[src/rtl/ex_mem_pkg.sv]
`default_nettype none
// +--------------------------------------------------------------------------+
// | ex_mem_pkg : shared widths, control bit indices and entry type for the   |
// |              EX/MEM pipeline stage.                                      |
// | Revision   : 1.0 - initial release                                       |
// +--------------------------------------------------------------------------+
package ex_mem_pkg;

  localparam int DATA_W     = 32;
  localparam int REG_ADDR_W = 5;

  // Bit positions inside ctrl_i = {reg_write, mem_read, mem_write, mem_to_reg, branch, branch_ne}
  localparam int CTRL_REG_WRITE  = 5;
  localparam int CTRL_MEM_READ   = 4;
  localparam int CTRL_MEM_WRITE  = 3;
  localparam int CTRL_MEM_TO_REG = 2;
  localparam int CTRL_BRANCH     = 1;
  localparam int CTRL_BRANCH_NE  = 0;

  typedef struct packed {
    logic [DATA_W-1:0]     alu_result;
    logic [DATA_W-1:0]     rt_data;
    logic [REG_ADDR_W-1:0] rd_addr;
    logic [3:0]            ctrl;
    logic                  taken;
    logic [DATA_W-1:0]     target;
  } ex_mem_entry_t;

  typedef enum logic [1:0] {
    BUF_EMPTY = 2'd0,
    BUF_HEAD  = 2'd1,
    BUF_FULL  = 2'd2
  } buf_state_t;

endpackage
`default_nettype wire

[src/rtl/ex_mem_if.sv]
`default_nettype none
// +--------------------------------------------------------------------------+
// | ex_mem_if : upstream (ALU side) and downstream (MEM side) signals of the |
// |             EX/MEM stage, with master (environment) / slave (stage) views|
// | Revision  : 1.0 - initial release                                        |
// +--------------------------------------------------------------------------+
interface ex_mem_if #(
  parameter int DATA_W     = 32,
  parameter int REG_ADDR_W = 5
);
  logic                  in_valid_i;
  logic                  in_ready_o;
  logic [DATA_W-1:0]     alu_result_i;
  logic                  alu_zero_i;
  logic [DATA_W-1:0]     rt_data_i;
  logic [REG_ADDR_W-1:0] rd_addr_i;
  logic [DATA_W-1:0]     branch_target_i;
  logic [5:0]            ctrl_i;
  logic                  flush_i;
  logic                  out_valid_o;
  logic                  out_ready_i;
  logic [DATA_W-1:0]     alu_result_o;
  logic [DATA_W-1:0]     rt_data_o;
  logic [REG_ADDR_W-1:0] rd_addr_o;
  logic [3:0]            ctrl_o;
  logic                  redirect_o;
  logic [DATA_W-1:0]     redirect_pc_o;

  modport slave (
    input  in_valid_i, alu_result_i, alu_zero_i, rt_data_i, rd_addr_i,
           branch_target_i, ctrl_i, flush_i, out_ready_i,
    output in_ready_o, out_valid_o, alu_result_o, rt_data_o, rd_addr_o,
           ctrl_o, redirect_o, redirect_pc_o
  );

  modport master (
    output in_valid_i, alu_result_i, alu_zero_i, rt_data_i, rd_addr_i,
           branch_target_i, ctrl_i, flush_i, out_ready_i,
    input  in_ready_o, out_valid_o, alu_result_o, rt_data_o, rd_addr_o,
           ctrl_o, redirect_o, redirect_pc_o
  );
endinterface
`default_nettype wire

[src/rtl/ex_mem_skid_buf.sv]
`default_nettype none
// +--------------------------------------------------------------------------+
// | ex_mem_skid_buf : 2-entry valid/ready skid buffer of ex_mem_entry_t with |
// |                   synchronous flush; ready and valid are registered.     |
// | Revision        : 1.0 - initial release                                  |
// +--------------------------------------------------------------------------+
module ex_mem_skid_buf
  import ex_mem_pkg::*;
(
  input  wire logic          clk_i,
  input  wire logic          rst_i,
  input  wire logic          i_flush,
  input  wire logic          i_valid,
  output      logic          o_ready,
  input  wire ex_mem_entry_t i_entry,
  output      logic          o_valid,
  input  wire logic          i_ready,
  output      ex_mem_entry_t o_entry
);

  buf_state_t    r_state;
  ex_mem_entry_t r_head;
  ex_mem_entry_t r_skid;
  logic          r_out_valid;
  logic          r_in_ready;
  logic          w_accept;
  logic          w_drain;

  assign w_accept = i_valid & r_in_ready;
  assign w_drain  = r_out_valid & i_ready;

  always_ff @(posedge clk_i or negedge rst_i) begin
    if (!rst_i) begin
      r_state     <= BUF_EMPTY;
      r_head      <= '0;
      r_skid      <= '0;
      r_out_valid <= 1'b0;
      r_in_ready  <= 1'b1;
    end else if (i_flush) begin
      // A same-cycle accept is dropped; stale data stays behind cleared valids.
      r_state     <= BUF_EMPTY;
      r_out_valid <= 1'b0;
      r_in_ready  <= 1'b1;
    end else begin
      case (r_state)
        BUF_EMPTY: begin
          if (w_accept) begin
            r_head      <= i_entry;
            r_state     <= BUF_HEAD;
            r_out_valid <= 1'b1;
          end
        end
        BUF_HEAD: begin
          if (w_drain && w_accept) begin
            r_head <= i_entry;
          end else if (w_drain) begin
            r_state     <= BUF_EMPTY;
            r_out_valid <= 1'b0;
          end else if (w_accept) begin
            r_skid     <= i_entry;
            r_state    <= BUF_FULL;
            r_in_ready <= 1'b0;
          end
        end
        BUF_FULL: begin
          if (w_drain) begin
            r_head     <= r_skid;
            r_state    <= BUF_HEAD;
            r_in_ready <= 1'b1;
          end
        end
        default: begin
          r_state     <= BUF_EMPTY;
          r_out_valid <= 1'b0;
          r_in_ready  <= 1'b1;
        end
      endcase
    end
  end

  assign o_ready = r_in_ready;
  assign o_valid = r_out_valid;
  assign o_entry = r_head;

endmodule
`default_nettype wire

[src/rtl/ex_mem_stage.sv]
`default_nettype none
// +--------------------------------------------------------------------------+
// | ex_mem_stage : EX/MEM pipeline stage - branch resolution, entry packing  |
// |                and 2-entry skid buffering toward the data-memory stage.  |
// |                Optional stall counter: define EX_MEM_STALL_CNT_EN.       |
// | Revision     : 1.0 - initial release                                     |
// +--------------------------------------------------------------------------+
module ex_mem_stage #(
  parameter int DATA_W     = ex_mem_pkg::DATA_W,
  parameter int REG_ADDR_W = ex_mem_pkg::REG_ADDR_W
) (
  input  wire logic  clk_i,
  input  wire logic  rst_i,
  ex_mem_if.slave    bus
`ifdef EX_MEM_STALL_CNT_EN
  ,
  output      logic [31:0] stall_cnt_o
`endif
);
  import ex_mem_pkg::*;

  ex_mem_entry_t         w_in_entry;
  ex_mem_entry_t         w_head;
  logic [REG_ADDR_W-1:0] w_rd_addr;
  logic                  w_taken;
  logic                  w_head_valid;
  logic                  w_in_ready;
  logic                  w_redirect;

  // Taken is resolved once at accept so the head never depends on live ALU flags.
  assign w_taken   = bus.ctrl_i[CTRL_BRANCH] & (bus.alu_zero_i ^ bus.ctrl_i[CTRL_BRANCH_NE]);
  assign w_rd_addr = bus.rd_addr_i;

  always_comb begin
    w_in_entry            = '0;
    w_in_entry.alu_result = bus.alu_result_i;
    w_in_entry.rt_data    = bus.rt_data_i;
    w_in_entry.rd_addr    = w_rd_addr;
    w_in_entry.ctrl       = bus.ctrl_i[CTRL_REG_WRITE:CTRL_MEM_TO_REG];
    w_in_entry.taken      = w_taken;
    w_in_entry.target     = bus.branch_target_i;
  end

  ex_mem_skid_buf u_skid_buf (
    .clk_i   (clk_i),
    .rst_i   (rst_i),
    .i_flush (bus.flush_i),
    .i_valid (bus.in_valid_i),
    .o_ready (w_in_ready),
    .i_entry (w_in_entry),
    .o_valid (w_head_valid),
    .i_ready (bus.out_ready_i),
    .o_entry (w_head)
  );

  assign w_redirect = w_head_valid & bus.out_ready_i & w_head.taken & ~bus.flush_i;

  assign bus.in_ready_o    = w_in_ready;
  assign bus.out_valid_o   = w_head_valid;
  assign bus.alu_result_o  = w_head.alu_result;
  assign bus.rt_data_o     = w_head.rt_data;
  assign bus.rd_addr_o     = w_head.rd_addr;
  assign bus.ctrl_o        = w_head.ctrl;
  assign bus.redirect_o    = w_redirect;
  assign bus.redirect_pc_o = w_redirect ? w_head.target : {DATA_W{1'b0}};

`ifdef EX_MEM_STALL_CNT_EN
  logic [31:0] r_stall_cnt;

  always_ff @(posedge clk_i or negedge rst_i) begin
    if (!rst_i) begin
      r_stall_cnt <= 32'd0;
    end else if (w_head_valid && !bus.out_ready_i && (r_stall_cnt != 32'hFFFF_FFFF)) begin
      r_stall_cnt <= r_stall_cnt + 32'd1;
    end
  end

  assign stall_cnt_o = r_stall_cnt;
`endif

endmodule
`default_nettype wire
[src/flat_wrapper.sv]
// flat-port wrapper written by rule: the top's interface ports become plain ports
module ex_mem_stage_flat import ex_mem_pkg::*;
#(
  parameter int DATA_W     = ex_mem_pkg::DATA_W,
  parameter int REG_ADDR_W = ex_mem_pkg::REG_ADDR_W
)
  (clk_i, rst_i, bus_in_valid_i, bus_alu_result_i, bus_alu_zero_i, bus_rt_data_i, bus_rd_addr_i, bus_branch_target_i, bus_ctrl_i, bus_flush_i, bus_out_ready_i, bus_in_ready_o, bus_out_valid_o, bus_alu_result_o, bus_rt_data_o, bus_rd_addr_o, bus_ctrl_o, bus_redirect_o, bus_redirect_pc_o);
  ex_mem_if #(.DATA_W(DATA_W), .REG_ADDR_W(REG_ADDR_W)) bus_i ();
  input  wire logic clk_i;
  input  wire logic rst_i;
  input wire logic [$bits(bus_i.in_valid_i)-1:0] bus_in_valid_i;
  input wire logic [$bits(bus_i.alu_result_i)-1:0] bus_alu_result_i;
  input wire logic [$bits(bus_i.alu_zero_i)-1:0] bus_alu_zero_i;
  input wire logic [$bits(bus_i.rt_data_i)-1:0] bus_rt_data_i;
  input wire logic [$bits(bus_i.rd_addr_i)-1:0] bus_rd_addr_i;
  input wire logic [$bits(bus_i.branch_target_i)-1:0] bus_branch_target_i;
  input wire logic [$bits(bus_i.ctrl_i)-1:0] bus_ctrl_i;
  input wire logic [$bits(bus_i.flush_i)-1:0] bus_flush_i;
  input wire logic [$bits(bus_i.out_ready_i)-1:0] bus_out_ready_i;
  output wire logic [$bits(bus_i.in_ready_o)-1:0] bus_in_ready_o;
  output wire logic [$bits(bus_i.out_valid_o)-1:0] bus_out_valid_o;
  output wire logic [$bits(bus_i.alu_result_o)-1:0] bus_alu_result_o;
  output wire logic [$bits(bus_i.rt_data_o)-1:0] bus_rt_data_o;
  output wire logic [$bits(bus_i.rd_addr_o)-1:0] bus_rd_addr_o;
  output wire logic [$bits(bus_i.ctrl_o)-1:0] bus_ctrl_o;
  output wire logic [$bits(bus_i.redirect_o)-1:0] bus_redirect_o;
  output wire logic [$bits(bus_i.redirect_pc_o)-1:0] bus_redirect_pc_o;
  assign bus_i.in_valid_i = bus_in_valid_i;
  assign bus_i.alu_result_i = bus_alu_result_i;
  assign bus_i.alu_zero_i = bus_alu_zero_i;
  assign bus_i.rt_data_i = bus_rt_data_i;
  assign bus_i.rd_addr_i = bus_rd_addr_i;
  assign bus_i.branch_target_i = bus_branch_target_i;
  assign bus_i.ctrl_i = bus_ctrl_i;
  assign bus_i.flush_i = bus_flush_i;
  assign bus_i.out_ready_i = bus_out_ready_i;
  assign bus_in_ready_o = bus_i.in_ready_o;
  assign bus_out_valid_o = bus_i.out_valid_o;
  assign bus_alu_result_o = bus_i.alu_result_o;
  assign bus_rt_data_o = bus_i.rt_data_o;
  assign bus_rd_addr_o = bus_i.rd_addr_o;
  assign bus_ctrl_o = bus_i.ctrl_o;
  assign bus_redirect_o = bus_i.redirect_o;
  assign bus_redirect_pc_o = bus_i.redirect_pc_o;
  ex_mem_stage #(.DATA_W(DATA_W), .REG_ADDR_W(REG_ADDR_W)) u_core (.clk_i(clk_i), .rst_i(rst_i), .bus(bus_i));
endmodule
[config.mk]
export PLATFORM = sky130hd
export DESIGN_NAME = ex_mem_stage_flat
export DESIGN_NICKNAME = d
export VERILOG_FILES = /design/src/rtl/ex_mem_pkg.sv /design/src/rtl/ex_mem_if.sv /design/src/rtl/ex_mem_skid_buf.sv /design/src/rtl/ex_mem_stage.sv /design/src/flat_wrapper.sv
export SDC_FILE = /design/constraint.sdc
export NUM_CORES = 1
export LEC_CHECK = 0
export ABC_CLOCK_PERIOD_IN_PS = 2900
export CORE_ASPECT_RATIO = 1.5
export CORE_MARGIN = 4
export CORE_UTILIZATION = 40
export CTS_BUF_LIST = sky130_fd_sc_hd__clkbuf_8
export CTS_CLUSTER_DIAMETER = 100
export CTS_CLUSTER_SIZE = 28
export DETAILED_ROUTE_END_ITERATION = 16
export GPL_TIMING_DRIVEN = 0
export HOLD_SLACK_MARGIN = 0.15
export PLACE_DENSITY = 0.73
export SLEW_MARGIN = 0
export SYNTH_ARGS = -nofsm -noshare
export SYNTH_HDL_FRONTEND = slang
export SYNTH_HIERARCHICAL = 1
export SYNTH_SLANG_ARGS = --single-unit
[constraint.sdc]
create_clock -name clk_i -period 2.9 [get_ports clk_i]
set_clock_uncertainty 0.1 [all_clocks]
set_input_delay 0.58 -clock clk_i [delete_from_list [all_inputs] [get_ports clk_i]]
set_output_delay 0.58 -clock clk_i [all_outputs]
set_load 0.05 [all_outputs]
==> flow_metrics.py, run 1 <==
metrics = {
    "grt": {
        "grt_max_degree": 117,
        "overflow": 0,
        "grt_antenna_before_repair": 2,
        "grt_pass1_vias": 6750,
        "grt_pass1_wl_um": 37500,
        "track_usage": 0.177,
    },
    "setup_path": {
        "required_ns": 2.22,
        "rr_worst_depth": 6,
        "crit_type": "in2out",
        "worst-r2r-setup-slack_ns": 0.88,
        "cp_max_fo": 10,
        "startpoint": "bus_out_ready_i",
        "worstPathArrival_ns": 2.14,
        "rr_startpoint": "u_core/u_skid_buf/o_valid",
        "start_kind": "primary input",
        "r2r_end": "u_core/u_skid_buf/o_entry[80]",
        "worstSetupEndpointType": "output port",
    },
    "drt": {
        "first_iter_violations": 303,
        "post_drt_wl_per_cell_um": 18.3,
        "drc": 0,
        "dr_wl_met3_um": 844,
        "drt-met1-wl_um": 9990,
        "vias": 6367,
        "drtPass1Iterations": 4,
        "wl_met2_um": 12300,
        "post_drt_via_cell_ratio": 4.89,
        "ant_nets": 0,
        "highest_layer": "met4",
        "drt_wl_total_um": 23900,
    },
    "layout": {
        "fin_area_mm2": 0.0122,
        "nets": 1097,
        "fin_util": 0.527,
        "layout-drive-gt1-share": 0.220,
        "fillers": 2100,
        "area_growth_syn_to_layout_pct": 28.9,
    },
    "yosys": {
        "async_reset_ff_frac": 1.00,
        "yosys-top-cells-area": "dfrtp_1 57%, mux2i_1 11%, mux2_2 7.9%, mux2_4 6.3%, a21oi_1 5.8%",
        "syn_area_per_cell_um2": 12.6,
        "netlist.area_leader.share": 0.569,
        "ys_seq_elements": 216,
        "syn-cell-area_mm2": 0.00946,
        "yosysMostFrequentCell": "dfrtp_1",
        "seq_area_frac_synth": 0.571,
        "synth-edff-count": 0,
        "synthesis.nets": 861,
        "synthTopCellsByCount": "215 x dfrtp_1, 110 x a21oi_1, 110 x nor2_1",
        "synth_cell_type_count": 29,
        "yosys.area.top_type": "dfrtp_1",
        "ys.flop_type": "dfrtp_1",
        "synth-warning-count": 6,
        "netlist_instances": 748,
    },
    "placed_design": {
        "dp_hpwl_um": 16900,
        "placedInstanceArea_mm2": 0.0121,
        "io_buffers": 220,
        "place_congestion": 0.768,
    },
    "sta": {
        "worstMarginPinSlew_ns": 0.614,
        "slew_viol_final": 0,
        "timing.final.crit_period_ns": 2.82,
        "setup_viol": 0,
        "hold_violations": 0,
        "period_share": 0.974,
        "setup_tns_ns": 0,
        "max_freq_mhz": 354,
        "relSlewSlack": 0.591,
        "rsz0062_at_grt": "no",
    },
    "floorplanning": {
        "rows": 68,
        "die_w_um": 134,
        "dieArea_mm2": 0.0262,
        "core_mm2": 0.0231,
        "ios": 221,
        "start_util": 0.409,
        "die-height_um": 196,
    },
    "clock_network": {
        "clk_pin_slew_worst_paths_ns": 0.17,
        "cts_root_buf": "clkbuf_8",
        "cts_buffers": 11,
        "clk_latency_ns": 0.51,
        "h-tree-depth": 1,
        "cts_sinks": 216,
        "cts_tree": "done",
        "cts_buffer_depth": 3,
        "cts_setup_buffers": 0,
    },
    "pwr": {
        "p_per_area_mw_per_mm2": 987,
        "peakVddDrop_mv": 0.905,
        "p_leak_uw": 0.00519,
    },
    "min_path": {
        "worstHoldPathCells": 2,
        "worstHoldEndpoint": "u_core/u_skid_buf/o_valid",
        "hold_start": "bus_flush_i",
        "hp-class": "in2reg",
    },
    "status": {
        "outcome": "finished, final reports clean",
    },
    "run": {
        "max_cap_viol_count": 0,
    },
}
==> how the worst max path moves through the flow <==
stage | endpoint | slack (ns) | depth (start not counted)
finish | bus_redirect_pc_o[11] | 0.08 | 5
CTS | bus_redirect_pc_o[11] | 0.01 | 5
global route | bus_redirect_pc_o[11] | 0.005 | 5
detailed placement | bus_redirect_pc_o[11] | -0.53 | 5
global placement | u_core/u_skid_buf/o_entry[84] | -8.22 | 1
floorplan | bus_redirect_pc_o[10] | 0.57 | 3
==> sequential cells by signal, summed over array words and instances, names as in the netlist <==
register and flops:
u_core/u_skid_buf/o_entry 106, u_core/u_skid_buf/o_ready 1, u_core/u_skid_buf/o_valid 1, u_core/u_skid_buf/r_skid 106
u_core/u_skid_buf/r_state 2
==> logic make-up (layout without fill, tap and decap cells) <==
kind of cell	Yosys count	count (layout)	share of synthesized area
AOI/OAI and AO/OA	117	117	0.0655
xor gates and xnor gates	2	2	0.00185
buffers and inverters	50	287	0.0327
DFF	216	216	0.571
muxes	212	212	0.254
other	0	2	0
and+or+nand+nor	151	151	0.0743
==> area by class of cell <==
type	count	area, µm²	share of cell area
antenna	2	5.00	0.000411
buffer	49	305	0.0250
clock buffer	11	151	0.0124
clock inverter	3	16.3	0.00133
inverter	1	3.75	0.000308
multi-input combinational	482	3740	0.307
sequential	216	5410	0.443
tap	315	394	0.0323
timing repair buffer	223	2160	0.177
==> power breakdown <==
| part | internal [µW] | switching (µW) | leakage (µW) | total (µW) |
|---|---|---|---|---|
| registers | 4450 | 787 | 0.00249 | 5240 |
| clock network | 361 | 893 | 0.0000943 | 1250 |
| logic | 2300 | 3240 | 0.00261 | 5540 |
| total | 7110 | 4920 | 0.00519 | 12000 |
==> stage by stage <==
stage	hold WS (ns)	cells	worst slack (ns)	power [µW]
after global placement	0.386	1283	-8.22	10800
after CTS	0.289	1300	0.0113	12200
after global routing	0.289	1302	0.00474	12700
after floorplan	0.184	748	0.575	8940
final	0.309	1302	0.0754	12000
after detailed placement	0.264	1285	-0.531	10900
==> metal layers <==
| layer | vias up | global-route usage |
|---|---|---|
| met5 | - | 0 |
| met1 | 3159 | 0.228 |
| met2 | 123 | 0.310 |
| met4 | 0 | 0.0614 |
| li1 | 3051 | - |
| met3 | 34 | 0.0225 |
==> placed cells by master (no fill, tap or decap), drive strengths merged, types with 2 or more instances in the layout <==
cell type      instances
dfrtp                215
clkdlybuf4s50        185
nor2                 110
a21oi                110
mux2i                106
mux2                 106
buf                   66
and2                  33
clkbuf                26
inv                    4
clkdlybuf4s15          3
diode                  2
nor2b                  2
o21bai                 2
==> critical path, stage by stage <==
cell and delay (ns):
clkdlybuf4s50_1 0.63, and4b_4 0.36, buf_6 0.16, and2_1 0.16, clkbuf_4 0.24
==> what timing repair did <==
item                       CTS  global route
hold endpoints to repair   117             0
setup endpoints to repair   33            13
hold buffers                 1             0
resized for setup          157            14
pin swaps                    0             0
Note: power is estimated with default switching activity, not from simulation.
==> run 2: changes to the inputs <==
Settings changed: CORE_UTILIZATION 40 to 25, PLACE_DENSITY 0.73 to 0.53, SLEW_MARGIN 0 to 20.
==> run 2 against run 1 <==
Net effect:
- final area increased by 2.6%
- setup slack improved by 0.095 ns
- first-iteration DRC count increased by 17%
- maximum frequency increased by 3.5%
- combinational power about the same
- hold slack got worse by 0.025 ns
- largest cell class unchanged
==> flow_metrics.py, run 2 (synthesis results as in run 1) <==
metrics = {
    "placed_design": {
        "io_buffers": 220,
        "dp_hpwl_um": 19100,
        "placedInstanceArea_mm2": 0.0124,
        "place_congestion": 0.750,
    },
    "pwr": {
        "p_comb_frac": 0.452,
        "peakVddDrop_mv": 0.613,
        "power.total_uw": 12300,
        "sw_frac_of_total": 0.412,
        "p_leak_uw": 0.00525,
        "p_per_area_mw_per_mm2": 980,
        "clkPwrFrac": 0.121,
        "p_int_uw": 7200,
        "power_frac_seq": 0.427,
        "p_switching_uw": 5050,
    },
    "floorplanning": {
        "start_util": 0.253,
        "dieArea_mm2": 0.0411,
        "die-height_um": 246,
        "rows": 87,
        "ios": 221,
        "die_w_um": 167,
        "core_mm2": 0.0374,
    },
    "drt": {
        "drtPass1Iterations": 4,
        "first_iter_violations": 356,
        "post_drt_wl_per_cell_um": 17.8,
        "drt_wl_total_um": 26400,
        "vias": 6455,
        "drc": 0,
        "post_drt_via_cell_ratio": 4.36,
        "ant_nets": 0,
    },
    "sta": {
        "setup_viol": 0,
        "whs_ns": 0.284,
        "worstMarginPinSlew_ns": 0.664,
        "hold_violations": 0,
        "timing.final.crit_period_ns": 2.73,
        "period_share": 0.941,
        "relSlewSlack": 0.557,
        "max_freq_mhz": 366,
        "rsz0062_at_grt": "no",
        "setup_tns_ns": 0,
        "slew_viol_final": 0,
    },
    "grt": {
        "overflow": 0,
        "track_usage": 0.125,
        "grt_pass1_vias": 6700,
        "grt_pass1_wl_um": 41000,
        "grt_antenna_before_repair": 3,
        "grt_max_degree": 70,
    },
    "setup_path": {
        "worst-r2r-setup-slack_ns": 0.78,
        "cp.buffers_inverters": 1,
        "start_kind": "flip-flop",
        "slowest_delay_ns": 0.88,
        "cpLargestDelayFamily": "buffers and inverters",
        "crit_type": "reg2out",
        "startpoint": "u_core/u_skid_buf/o_ready",
        "endpoint": "bus_in_ready_o",
        "cp_cell_sequence": "clkdlybuf4s50_1",
        "r2r_end": "u_core/u_skid_buf/o_entry[62]",
        "rr_worst_depth": 6,
        "required_ns": 2.22,
        "slowest_stage": "clkdlybuf4s50_1",
        "cp_max_fo": 7,
        "worstPathArrival_ns": 2.05,
        "rr_startpoint": "u_core/u_skid_buf/o_valid",
        "cp_num_cells": 1,
        "worstSetupEndpointType": "output port",
    },
    "clock_network": {
        "clk_pin_slew_worst_paths_ns": 0.17,
        "cts_sinks": 216,
        "clk_latency_ns": 0.54,
        "cts_buffers": 12,
        "cts_buffer_depth": 3,
        "cts_tree": "done",
        "cts_root_buf": "clkbuf_8",
        "h-tree-depth": 1,
    },
    "layout": {
        "fin_area_mm2": 0.0125,
        "nets": 1099,
        "layout_common_cells": "215 x dfrtp_1, 184 x clkdlybuf4s50_1, 110 x nor2_1, 110 x a21oi_1, 106 x mux2i_1",
        "fin_util": 0.334,
        "layout_commonest_cell": "dfrtp_1",
        "fillers": 3864,
        "area_growth_syn_to_layout_pct": 32.2,
        "layout-drive-gt1-share": 0.224,
    },
    "run": {
        "max_cap_viol_count": 0,
    },
    "min_path": {
        "hp-class": "in2reg",
    },
    "status": {
        "outcome": "finished, final reports clean",
    },
}
## run 2: through the flow
| step | setup slack (ns) | cells |
|---|---|---|
| 3_3_place_gp | -8.76 | 1457 |
| 5_1_grt | 0.0407 | 1480 |
| 3_5_place_dp | -0.587 | 1460 |
| 6_report | 0.171 | 1480 |
| 4_1_cts | -0.00352 | 1479 |
| 2_1_floorplan | 0.575 | 748 |
## run 2: layer usage
metal,GRT usage,vias up,wire [µm]
li1,-,3046,-
met1,0.154,3242,10800
met2,0.229,145,14000
met3,0.0213,22,1190
met4,0.0248,0,367
met5,0,-,0
## run 2: what timing repair did
action,4_1_cts,5_1_grt
buffers inserted,0,0
hold endpoints to repair,84,0
endpoints found under the setup margin,33,31
hold buffers,1,0
resized for setup,166,6
## run 2: how the worst min path moves through the flow
stage | from | to | slack [ns] | depth (start not counted)
after floorplan | rst_i | u_core/u_skid_buf/o_entry[0] | 0.18 | 0
after global placement | u_core/u_skid_buf/r_skid[28] | u_core/u_skid_buf/r_skid[28] | 0.39 | 1
after detailed placement | rst_i | u_core/u_skid_buf/o_entry[27] | 0.36 | 1
after CTS | rst_i | u_core/u_skid_buf/o_entry[22] | 0.32 | 2
after global routing | bus_flush_i | u_core/u_skid_buf/o_valid | 0.25 | 2
final | bus_flush_i | u_core/u_skid_buf/o_valid | 0.28 | 2
## run 2: power groups by stage
stage          sequential, µW  combinational [µW]  clock, µW
3_5_place_dp             5310                5620          0
2_1_floorplan            6900                2040          0
5_1_grt                  5420                5910       1680
3_3_place_gp             5280                5550          0
6_report                 5240                5540       1480
4_1_cts                  5240                5620       1590
## run 2: layout make-up
class	instances	area, µm²	area share
Clock buffer	13	179	0.0143
Tap cell	489	612	0.0489
Buffer	49	305	0.0244
Inverter	1	3.75	0.000300
Timing Repair Buffer	224	2200	0.176
Multi-Input combinational cell	482	3740	0.299
Sequential cell	216	5410	0.432
Clock inverter	5	58.8	0.00470
Antenna cell	1	2.50	0.000200
==> run 3: changes to the inputs <==
Settings changed: CTS_CLUSTER_DIAMETER 100 to 80.
==> run 3 against run 2 <==
Net effect:
- power is 2.1% higher
- first-iteration DRC count is 17% lower
- sequential share of layout area fell by 0.28 points
- flip-flop and latch count stayed put
- critical endpoint unchanged
- critical path type unchanged
- register-to-register slack about the same
==> flow_metrics.py, run 3 (synthesis results as in run 1) <==
metrics = {
    "pwr": {
        "power_frac_seq": 0.418,
        "p_leak_uw": 0.00528,
        "clkPwrFrac": 0.139,
        "p_per_area_mw_per_mm2": 993,
        "peakVddDrop_mv": 0.618,
        "p_switching_uw": 5130,
        "p_comb_frac": 0.443,
        "p_int_uw": 7380,
        "sw_frac_of_total": 0.410,
    },
    "drt": {
        "ant_nets": 0,
        "post_drt_via_cell_ratio": 4.34,
        "drc": 0,
        "drt_wl_total_um": 26500,
        "post_drt_wl_per_cell_um": 17.8,
        "vias": 6447,
        "first_iter_violations": 294,
        "drtPass1Iterations": 4,
    },
    "layout": {
        "nets": 1101,
        "fillers": 3865,
        "layout_commonest_cell": "dfrtp_1",
        "fin_area_mm2": 0.0126,
        "layout-drive-gt1-share": 0.231,
        "final_cells": 1486,
        "layout_common_cells": "215 x dfrtp_1, 184 x clkdlybuf4s50_1, 110 x nor2_1, 110 x a21oi_1, 106 x mux2i_1",
        "area_growth_syn_to_layout_pct": 33.1,
    },
    "min_path": {
        "hold_start": "bus_flush_i",
        "worstHoldPathCells": 2,
        "hp-class": "in2reg",
        "worstHoldEndpoint": "u_core/u_skid_buf/o_valid",
    },
    "floorplanning": {
        "die_w_um": 167,
        "start_util": 0.253,
        "core_mm2": 0.0374,
        "dieArea_mm2": 0.0411,
        "rows": 87,
        "die-height_um": 246,
        "ios": 221,
    },
    "setup_path": {
        "cp.buffers_inverters": 1,
        "cp_cell_sequence": "clkdlybuf4s50_1",
        "crit_type": "reg2out",
        "cpLargestDelayFamily": "buffers and inverters",
        "rr_startpoint": "u_core/u_skid_buf/o_valid",
        "slowest_stage": "clkdlybuf4s50_1",
        "worst-r2r-setup-slack_ns": 0.79,
        "start_kind": "flip-flop",
        "slowest_delay_ns": 0.87,
        "r2r_end": "u_core/u_skid_buf/o_entry[94]",
        "cp_num_cells": 1,
        "worstSetupEndpointType": "output port",
        "rr_worst_depth": 6,
        "cp_max_fo": 7,
        "worstPathArrival_ns": 2.03,
        "required_ns": 2.22,
    },
    "placed_design": {
        "post-place-cells": 1460,
        "dp_hpwl_um": 19100,
        "place_congestion": 0.750,
        "placedInstanceArea_mm2": 0.0124,
        "io_buffers": 220,
    },
    "sta": {
        "slew_viol_final": 0,
        "worstMarginPinSlew_ns": 0.656,
        "setup_viol": 0,
        "hold_violations": 0,
        "max_freq_mhz": 369,
        "rsz0062_at_grt": "no",
        "period_share": 0.935,
        "setup_tns_ns": 0,
        "timing.final.crit_period_ns": 2.71,
        "relSlewSlack": 0.563,
    },
    "clock_network": {
        "cts_root_buf": "clkbuf_8",
        "cts_buffer_depth": 3,
        "cts_sinks": 216,
        "cts_buffers": 14,
        "cts_tree": "done",
        "h-tree-depth": 1,
        "cts_setup_buffers": 0,
        "clk_latency_ns": 0.55,
        "clk_pin_slew_worst_paths_ns": 0.13,
    },
    "grt": {
        "grt_pass1_wl_um": 41200,
        "grt_max_degree": 70,
        "grt_pass1_vias": 6735,
        "grt_antenna_before_repair": 4,
        "track_usage": 0.126,
        "overflow": 0,
    },
    "run": {
        "max_cap_viol_count": 0,
    },
    "status": {
        "outcome": "finished, final reports clean",
    },
}
-- run 3: cell types whose count changed in the layout (fill, tap and decap cells not counted), moves of 2 or more --
cell / change
clkinv_4: +3
inv_6: +2
clkbuf_8: +2
inv_1: -2
-- run 3: stage by stage --
step	utilization	total power, µW	worst slack [ns]	hold slack, ns
after floorplan	-	8940	0.575	0.184
after detailed placement	0.330	10900	-0.587	0.355
after global routing	0.336	13300	0.0544	0.266
after CTS	0.336	12700	-0.00352	0.320
final	0.336	12500	0.190	0.296
after global placement	0.328	10800	-8.76	0.387
-- run 3: layout make-up --
type	instances	area (µm²)	share of cell area
repair buffers	224	2200	0.174
flip-flops and latches	216	5410	0.429
clock buffers	15	206	0.0164
multi-input cells	482	3740	0.297
inverters	1	3.75	0.000298
plain buffers	49	305	0.0242
clock inverters	9	114	0.00904
diodes	1	2.50	0.000199
well taps	489	612	0.0486
-- run 3: how the worst max path moves through the flow --
stage                                         start                       endpoint  slack, ns
after global routing      u_core/u_skid_buf/o_valid           bus_redirect_pc_o[3]       0.05
final                     u_core/u_skid_buf/o_ready                 bus_in_ready_o       0.19
after detailed placement                bus_flush_i          bus_redirect_pc_o[30]      -0.59
after global placement                        rst_i  u_core/u_skid_buf/o_entry[85]      -8.76
after floorplan           u_core/u_skid_buf/o_valid          bus_redirect_pc_o[10]       0.57
after CTS                               bus_flush_i          bus_redirect_pc_o[30]     -0.004
-- run 3: worst register-to-register path, cell delays in order (launching register included) --
cell,delay [ns]
dfrtp_1,0.55
nand4b_1,0.21
o22ai_2,0.28
buf_2,0.35
buf_2,0.32
nor2_1,0.08
a21oi_1,0.14
-- run 3: what timing repair did --
action | in CTS | in global routing
endpoints found under the setup margin | 33 | 31
resized for setup | 166 | 6
hold endpoints to repair | 92 | 0
hold buffers | 1 | 0
-- run 3: power by group through the flow --
| stage | Sequential, µW | Combinational (µW) | Clock, µW |
|---|---|---|---|
| 5_1_grt | 5420 | 5910 | 1950 |
| 2_1_floorplan | 6900 | 2040 | 0 |
| 6_report | 5230 | 5540 | 1730 |
| 3_5_place_dp | 5310 | 5620 | 0 |
| 4_1_cts | 5250 | 5620 | 1850 |
| 3_3_place_gp | 5280 | 5550 | 0 |
-- run 3: per-layer routing --
layer,vias to the layer above,wire [µm],track usage
met5,-,0,0
met4,0,428,0.0308
met3,22,1180,0.0233
met2,133,14000,0.229
met1,3235,10900,0.154
li1,3057,-,-
